File: src/rtl/cluster_issue_queue.sv
// Per-cluster issue queue: takes the dispatch lanes addressed to this cluster
// and hands them out one per cycle in order.
package cluster_issue_queue_pkg;
    typedef enum logic [1:0] {
        CLUSTER_ALU = 2'd0,
        CLUSTER_LSQ = 2'd1,
        CLUSTER_FPU = 2'd2,
        CLUSTER_BRU = 2'd3
    } cluster_sel_e;

    typedef logic [7:0] uop_tag_t;

    localparam uop_tag_t UOP_INT_ALU = 8'h00;
    localparam uop_tag_t UOP_INT_MUL = 8'h01;
    localparam uop_tag_t UOP_LD_U8   = 8'h20;
    localparam uop_tag_t UOP_ST_U8   = 8'h28;
endpackage

module cluster_issue_queue
    import cluster_issue_queue_pkg::*;
#(
    parameter cluster_sel_e CLUSTER  = CLUSTER_ALU,
    parameter int unsigned  DEPTH    = 8,
    parameter int unsigned  MAX_UOPS = 2
) (
    input  logic                      clk_i,
    input  logic                      rst_i,
    input  logic                      dispatch_valid_i,
    input  uop_tag_t                  dispatch_uop0_i,
    input  uop_tag_t                  dispatch_uop1_i,
    input  logic [MAX_UOPS*2-1:0]     dispatch_lane_cluster_i,
    input  logic [1:0]                dispatch_uop_count_i,
    output logic                      dispatch_ready_o,
    output logic                      issue_valid_o,
    output uop_tag_t                  issue_uop_o,
    input  logic                      issue_ready_i,
    output logic [$clog2(DEPTH):0]    occupancy_o,
    output logic [15:0]               enq_count_o,
    output logic [15:0]               stall_count_o
);
    localparam int unsigned PW = $clog2(DEPTH);
    localparam int unsigned OW = PW + 1;

    // Handshakes: a dispatch group transfers on a cycle with
    // dispatch_valid_i & dispatch_ready_o; the head transfers on a cycle with
    // issue_valid_o & issue_ready_i. Neither side may depend on the other.

    uop_tag_t        mem [DEPTH];
    logic [PW-1:0]   wr_ptr;
    logic [PW-1:0]   rd_ptr;
    logic [OW-1:0]   occ;
    logic [15:0]     enq_cnt;
    logic [15:0]     stall_cnt;

    logic [3:0]      lane_cl;
    logic [1:0]      eff_count;
    logic            sel0;
    logic            sel1;
    logic            do_enq;
    logic            do_deq;
    logic [1:0]      enq_n;
    logic [OW-1:0]   free_slots;

    // Pad the lane field so lane 1 can be named even with a single lane.
    assign lane_cl = 4'(dispatch_lane_cluster_i);

    always_comb begin
        eff_count = dispatch_uop_count_i;
        if (dispatch_uop_count_i > 2'(MAX_UOPS)) begin
            eff_count = 2'(MAX_UOPS);
        end
    end

    assign sel0 = (eff_count >= 2'd1) && (cluster_sel_e'(lane_cl[1:0]) == CLUSTER);
    assign sel1 = (MAX_UOPS >= 2) && (eff_count >= 2'd2)
                  && (cluster_sel_e'(lane_cl[3:2]) == CLUSTER);

    // Ready looks only at registered occupancy so a pop never feeds back
    // into the dispatch handshake within the same cycle.
    assign free_slots       = OW'(DEPTH) - occ;
    assign dispatch_ready_o = free_slots >= OW'(MAX_UOPS);

    assign do_enq = dispatch_valid_i && dispatch_ready_o;
    assign do_deq = issue_valid_o && issue_ready_i;
    assign enq_n  = do_enq ? ({1'b0, sel0} + {1'b0, sel1}) : 2'd0;

    assign issue_valid_o = (occ != '0);
    assign issue_uop_o   = issue_valid_o ? mem[rd_ptr] : UOP_INT_ALU;
    assign occupancy_o   = occ;
    assign enq_count_o   = enq_cnt;
    assign stall_count_o = stall_cnt;

    always_ff @(posedge clk_i) begin
        if (rst_i) begin
            wr_ptr    <= '0;
            rd_ptr    <= '0;
            occ       <= '0;
            enq_cnt   <= '0;
            stall_cnt <= '0;
        end else begin
            wr_ptr  <= wr_ptr + PW'(enq_n);
            rd_ptr  <= rd_ptr + PW'(do_deq);
            occ     <= occ + OW'(enq_n) - OW'(do_deq);
            enq_cnt <= enq_cnt + 16'(enq_n);
            if (dispatch_valid_i && !dispatch_ready_o) begin
                stall_cnt <= stall_cnt + 16'd1;
            end
        end
    end

    // Lane 1 lands behind lane 0 when both are selected.
    always_ff @(posedge clk_i) begin
        if (!rst_i && do_enq) begin
            if (sel0) begin
                mem[wr_ptr] <= dispatch_uop0_i;
            end
            if (sel1) begin
                mem[wr_ptr + PW'(sel0)] <= dispatch_uop1_i;
            end
        end
    end
endmodule
File: config.mk
export PLATFORM = sky130hd
export DESIGN_NAME = cluster_issue_queue
export DESIGN_NICKNAME = d
export VERILOG_FILES = /design/src/rtl/cluster_issue_queue.sv
export SDC_FILE = /design/constraint.sdc
export NUM_CORES = 1
export LEC_CHECK = 0
export ABC_AREA = 0
export CAP_MARGIN = 40
export CORE_UTILIZATION = 60
export CTS_CLUSTER_SIZE = 14
export DETAILED_ROUTE_END_ITERATION = 10
export HOLD_SLACK_MARGIN = 0.03
export PLACE_DENSITY = 0.88
export SLEW_MARGIN = 20
export SYNTH_ARGS = -nofsm -noshare
export SYNTH_HDL_FRONTEND = slang
export SYNTH_SLANG_ARGS = --single-unit
File: constraint.sdc
create_clock -name clk_i -period 6.95 [get_ports clk_i]
set_input_delay 0.695 -clock clk_i [delete_from_list [all_inputs] [get_ports clk_i]]
set_output_delay 0.695 -clock clk_i [all_outputs]
set_load 0.05 [all_outputs]
==> key figures <==
Outcome
  • Status: finished clean

Global route
  • Via count of the first global-routing pass: 4067
  • Initial antenna violation count: 0
  • Total Routing Usage GR: 0.277
  • Largest net degree at the start of global routing: 51
  • First-pass GRT wire length: roughly 21000 µm
  • Grt total ovfl: 0

Detailed routing
  • Routed wl met2: 6260 µm
  • Vias per inst: 6.22
  • Top Metal Used: met4
  • Residual DRC count: 0
  • Detailed Route WL: between 10000 and 15000 µm
  • DR WL/cell: 19.7 µm
  • Initial drt markers: 310
  • Wl on met1: 5460 µm
  • First-pass detailed-route iteration total: 5
  • WL met3: 860 µm
  • Detail Route Antenna Nets: 0
  • Routed vias: 4061

Logic synthesis
  • Commonest cells in the netlist: edfxtp_1, mux2_2, nor2_1
  • Post-synth ARST share: 0
  • Ys Warns: 0
  • Yosys top cell by area: edfxtp_1
  • Primary FF master, synth: edfxtp_1
  • Area contributors post-synth: edfxtp_1, dfxtp_1, mux2_2
  • Distinct cell type count after synthesis: 50
  • Most common cell in the netlist: edfxtp_1
  • Yosys top cell area share: 0.341
  • Syn Inst Count: 468
  • Register area share after synthesis: 0.490
  • EDFF count, synth: 64
  • Synth Register Bits: between 100 and 150
  • Syn nets: 512
  • Average size of a mapped cell: 12.0 µm²
  • Synthesized area: 5640 µm²

Floorplan
  • Rows: 35
  • Chip height: 98.9 µm
  • Die ar.: 9790 µm²
  • Initial core utilization: 0.616
  • Die width: 98.9 µm
  • Core outline area: 9150 µm²
  • # IOs: a little over 70

Pwr
  • Static leakage: ~2.2 nW
  • Peak supply drop: 0.290 mV
  • Pwr dens: 277 nW/µm²

Finish
  • Fillcell total: 623
  • Area Overhead vs Synth: 17.7%
  • Number of diodes: 0
  • Layout Nets: 581
  • Layout cells sized above 1: 0.207
  • Final core area utilization: 0.725

Worst setup path
  • Critical path endpoint category: primary output
  • CP Max Fanout: 23
  • Critical path class: reg2out
  • Delay-heaviest family, CP: buffers and inverters
  • Startpoint Class: register
  • WP data required: ~6.3 ns
  • Worst Path Arrival: just over 3 ns
  • Slowest Stage Delay on Critical Path: 0.80 ns
  • Critical path's slowest cell: clkdlybuf4s50_1
  • CP cell instances: inv_1, ha_1, a211oi_1, and4_1, inv_2, clkdlybuf4s50_1
  • CP Buf/Inv Count: 3

Clock tree
  • H-tree Lvls: 3
  • Bufs on Longest Clock Path: 2
  • CTS Buf Count: 9
  • # hold bufs at CTS: 0
  • Skew-Pair Late Insertion Delay: 0.37 ns
  • Post-CTS Setup Bufs: 0
  • Sink Count: around 110
  • CTS tree: yes
  • Root buf cell: clkbuf_8
  • Clk slew on worst S/H paths: 0.10 ns
  • Cts repair resizes: 0

Flow run
  • Total of max-cap violations: 0

STA
  • Tcrit/Tclk final: 0.543
  • Final hold violations: 0
  • RSZ-0062 raised after global routing: no
  • Actual slew at the worst max-slew pin: about 0.82 ns
  • Number of setup violations in the final report: 0
  • Clk_skew: 0.0156 ns
  • Slew Limit Fails: 0
  • Relative slew slack: 0.452
  • Highest achievable clock rate: 0.265 GHz
  • Total negative slack: 0 ns
  • Tmin final: between 3 and 4 ns

Placed design
  • GP Congestion: 0.807
  • I/O Buffers: 71
  • Detailed Place HPWL: 8830 µm

Worst hold path
  • HP Class: reg2reg
-- cells in the final DEF, fill, tap and decap left out, types with 3 or more instances in the layout --
cell type / Yosys / layout
mux4_2: 16 / 16
clkbuf_8: 0 / 9
dfxtp_1: 42 / 41
xnor2_1: 18 / 18
and4_1: 5 / 5
nand4_1: 8 / 8
mux2i_1: 8 / 8
nand2b_1: 4 / 4
ha_1: 17 / 17
edfxtp_1: 64 / 64
clkdlybuf4s50_1: 0 / 71
nand3_1: 11 / 11
xor2_1: 9 / 9
a21oi_1: 11 / 11
nor4_1: 11 / 11
buf_4: 0 / 6
o31ai_1: 6 / 6
nand2_1: 22 / 22
nor2b_1: 9 / 9
a31oi_1: 3 / 3
o21bai_1: 3 / 3
nor3_1: 8 / 8
inv_1: 16 / 16
and3_1: 3 / 3
or4_1: 7 / 7
o311ai_0: 3 / 3
nor2_1: 43 / 43
mux2_2: 63 / 63
o21ai_0: 9 / 9
and2_1: 4 / 4
-- per-stage QoR --
| stage | hold WS, ns | cell area (µm²) | worst slack (ns) | power [mW] | std cells |
|---|---|---|---|---|---|
| floorplan | 0.557 | 5640 | 3.28 | 1.30 | 468 |
| global placement | 0.478 | 6400 | 3.12 | 1.47 | 630 |
| detailed placement | 0.488 | 6420 | 2.99 | 1.49 | 633 |
| CTS | 0.502 | 6600 | 3.17 | 1.84 | 649 |
| global route | 0.531 | 6630 | 3.01 | 1.92 | 653 |
| finish | 0.511 | 6630 | 3.18 | 1.84 | 653 |
-- tightest hold or removal path, stage by stage (launching register included) --
cell and delay (ns):
dfxtp_1 0.35, o31ai_1 0.07, a21oi_1 0.06
-- sequential cells by signal, summed over array words and instances, names as in the netlist --
signal,cells
mem,64
enq_count_o,16
stall_count_o,16
occupancy_o,4
rd_ptr,3
wr_ptr,3
-- cells by family after synthesis --
logic type	count (synthesis)	share of synthesized area
AO/OA/AOI/OAI	40	0.0440
AND/OR/NAND/NOR	149	0.147
multiplexers	88	0.206
flip-flops	106	0.490
XOR/XNOR	27	0.0420
adder cells (fa/ha/maj)	18	0.0413
buffers and inverters	40	0.0302
-- final timing paths --
path / end / from / cells past startpoint / slack (ns)
hold / removal: enq_count_o[10] / enq_count_o[10] / 2 / 0.51
hold reg to reg: enq_count_o[10] / enq_count_o[10] / 2 / 0.51
setup reg to reg: enq_count_o[9] / occupancy_o[0] / 11 / 3.21
setup / recovery: dispatch_ready_o / occupancy_o[0] / 6 / 3.18
-- power breakdown --
part	switching, mW	internal, mW	leakage, nW
combinational	0.460	0.279	1.20
clock	0.220	0.132	0.0876
sequential	0.0546	0.693	0.916
-- routing by layer --
metal | vias up | track usage
met5 | - | 0
met4 | 0 | 0.116
met3 | 22 | 0.0319
met2 | 161 | 0.453
met1 | 1987 | 0.379
li1 | 1891 | -
-- layout make-up --
cell class	count	area, µm²	area share
Tap cell	111	139	0.0209
Sequential cell	106	2760	0.417
Timing Repair Buffer	81	788	0.119
Inverter	17	63.8	0.00962
Multi-Input combinational cell	322	2700	0.408
Clock inverter	7	51.3	0.00773
Clock buffer	9	124	0.0187
No activity file was read; power rests on OpenSTA's default activity.
==> variant (same settings) <==
`MAX_UOPS`: 2 -> 1.
--- a/src/rtl/cluster_issue_queue.sv
+++ b/src/rtl/cluster_issue_queue.sv
@@ -22,5 +22,5 @@
     parameter cluster_sel_e CLUSTER  = CLUSTER_ALU,
     parameter int unsigned  DEPTH    = 8,
-    parameter int unsigned  MAX_UOPS = 2
+    parameter int unsigned  MAX_UOPS = 1
 ) (
     input  logic                      clk_i,
Ports: changed (resized dispatch_lane_cluster_i); port bits go from 72 to 70. No check against the original RTL was run, so the function may have changed too.
==> variant against the original RTL <==
  * Worst setup slack gained 0.29 ns
  * Final area shrank 18%
  * Sequential cell count is the same
  * Synthesized area shrank 20%
  * Largest cell class unchanged
  * Power shrank 7.8%
  * Sequential share of layout area grew 9.1 points
  * Routed wire length shrank 32%
  * First-iteration DRC count shrank 43%
  * Clock skew shrank 0.011 ns
==> variant: results (changes against the original RTL) <==
- Status: completed
- Worst stage delay on the critical path: 0.73 ns (-0.07 ns)
- Overall global routing resource usage: 0.2386 (-0.03872)
- FF-to-FF path depth: 13 (+2)
- Final GP Congestion: 0.7038 (-13%)
- Critical path arrival: 2.79 ns (-0.29 ns)
- Slew Limit Headroom: 0.4293 (-0.02265)
- Post-detailed-route via-to-cell ratio: 5.679 (-8.7%)
- Share of the yosys chip area belonging to registers: 0.6145 (+0.1244)
- Reg-to-reg setup timing slack: 3.89 ns (+0.68 ns)
- Wire length reported by the detailed router: 8784 um (-32%)
- Crit share post-route: 0.5019 (-0.04109)
- Clock-pin slew reported for the worst setup and hold paths after clock tree synthesis: 0.10 ns (about the same)
- GR Util met3: 0.04851 (+0.01659)
- Final clock skew: 0.004293 ns (-0.01130 ns)
- Port Buffers: 61 (-14%)
- Post-detailed-placement half-perimeter wirelength: 5907 um (-33%)
- Top cells by area in the synthesized netlist: edfxtp_1 (43%), dfxtp_1 (19%), mux4_2 (8.0%)
- Post-Synthesis Net Count: 368 (-28%)
- Maximum root-to-sink buffer count: 2 (unchanged)
- Warnings, synthesis: 0 (unchanged)
- Static leakage power: 1.825 nW (-17%)
- Total number of nets in the final design: 436 (-25%)
- Total cell area at the placement stage: 5234 sq um (-18%)
- Post-synth EDFFs: 64 (unchanged)
- Max stage delay cell, worst path: dfxtp_1
- Iter 0 DRT Violations: 178 (-43%)
- First-pass iteration count of the detailed router: 4 (-1)
- Wire length of the first global-routing pass: 13,660 um (-34%)
- Maximum resistive drop on vdd: 256.9 uV (-11%)
- Clock network power: 0.375 mW (+6.5%)
- Worst slack, placed: 3.583 ns (+0.5900 ns)
- Count of cell types in the netlist: 40 (-20%)
- Met2 Resource Use GR: 0.4273 (-0.02566)
- Fraction of power spent switching nets: 0.3577 (-0.04165)
- Fraction of final layout cells sized beyond drive strength 1: 0.1144 (-0.09221)
- Vias in the first global route: 2,831 (-30%)
- Total power per unit cell area: 311.7 nW/um^2 (+12%)
- Top cells by instance count after synthesis: edfxtp_1 (64), dfxtp_1 (42), nor2_1 (36)
[variant: changes by cell type after synthesis, moves of 4 or more]
cell      change
or3_1         +9
inv_1         -6
or4_1         -6
a21oi_1       +4
xnor2_1       -8
mux2_2       -63
clkbuf_1      -5
nor4_1       -10
nand2_1      -13
o31ai_1       -5
nor2_1        -7
[variant: path summary, 6_finish.rpt]
| path | endpoint | start |
|---|---|---|
| setup / recovery | issue_uop_o[4] | rd_ptr[0] |
| hold / removal | stall_count_o[15] | stall_count_o[15] |
| setup reg to reg | occupancy_o[2] | occupancy_o[1] |
| hold reg to reg | stall_count_o[15] | stall_count_o[15] |
[variant: worst max-delay path: cells and delay by family, from the launching register on]
| family | cells | cell delay (ns) |
|---|---|---|
| flops | 1 | 0.73 |
| simple gates | 1 | 0.06 |
| mux | 2 | 0.68 |
| buf+inv | 2 | 0.97 |
[variant: area by class of cell]
type / count / area, sq um
clock buffer: 10 / 127.6
clock inverter: 6 / 63.81
fill: 489 / 1813
inverter: 10 / 37.54
multi-input combinational: 201 / 1647
sequential: 106 / 2763
tap: 99 / 123.9
timing repair buffer: 69 / 678.2
[variant: layer usage]
metal / wire (um) / vias up
li1: - / 1350
met1: 3571 / 1397
met2: 4550 / 87
met3: 527 / 11
met4: 133 / 0
met5: 0 / -
[variant: kinds of logic after synthesis]
logic type	synth area share
AND/OR/NAND/NOR	0.1442
flip-flops	0.6145
AO/OA/AOI/OAI	0.03757
multiplexers	0.09797
buffers and inverters	0.01920
XOR/XNOR	0.04314
adder cells (fa/ha/maj)	0.04342
[variant: stage by stage]
step	util	instances	hold WS (ns)
4_1_cts	0.7480	499	0.4975
3_5_place_dp	0.7216	483	0.4812
3_3_place_gp	0.7174	480	0.4696
5_1_grt	0.7500	501	0.5312
2_1_floorplan	-	329	0.5407
6_report	0.7500	501	0.5017
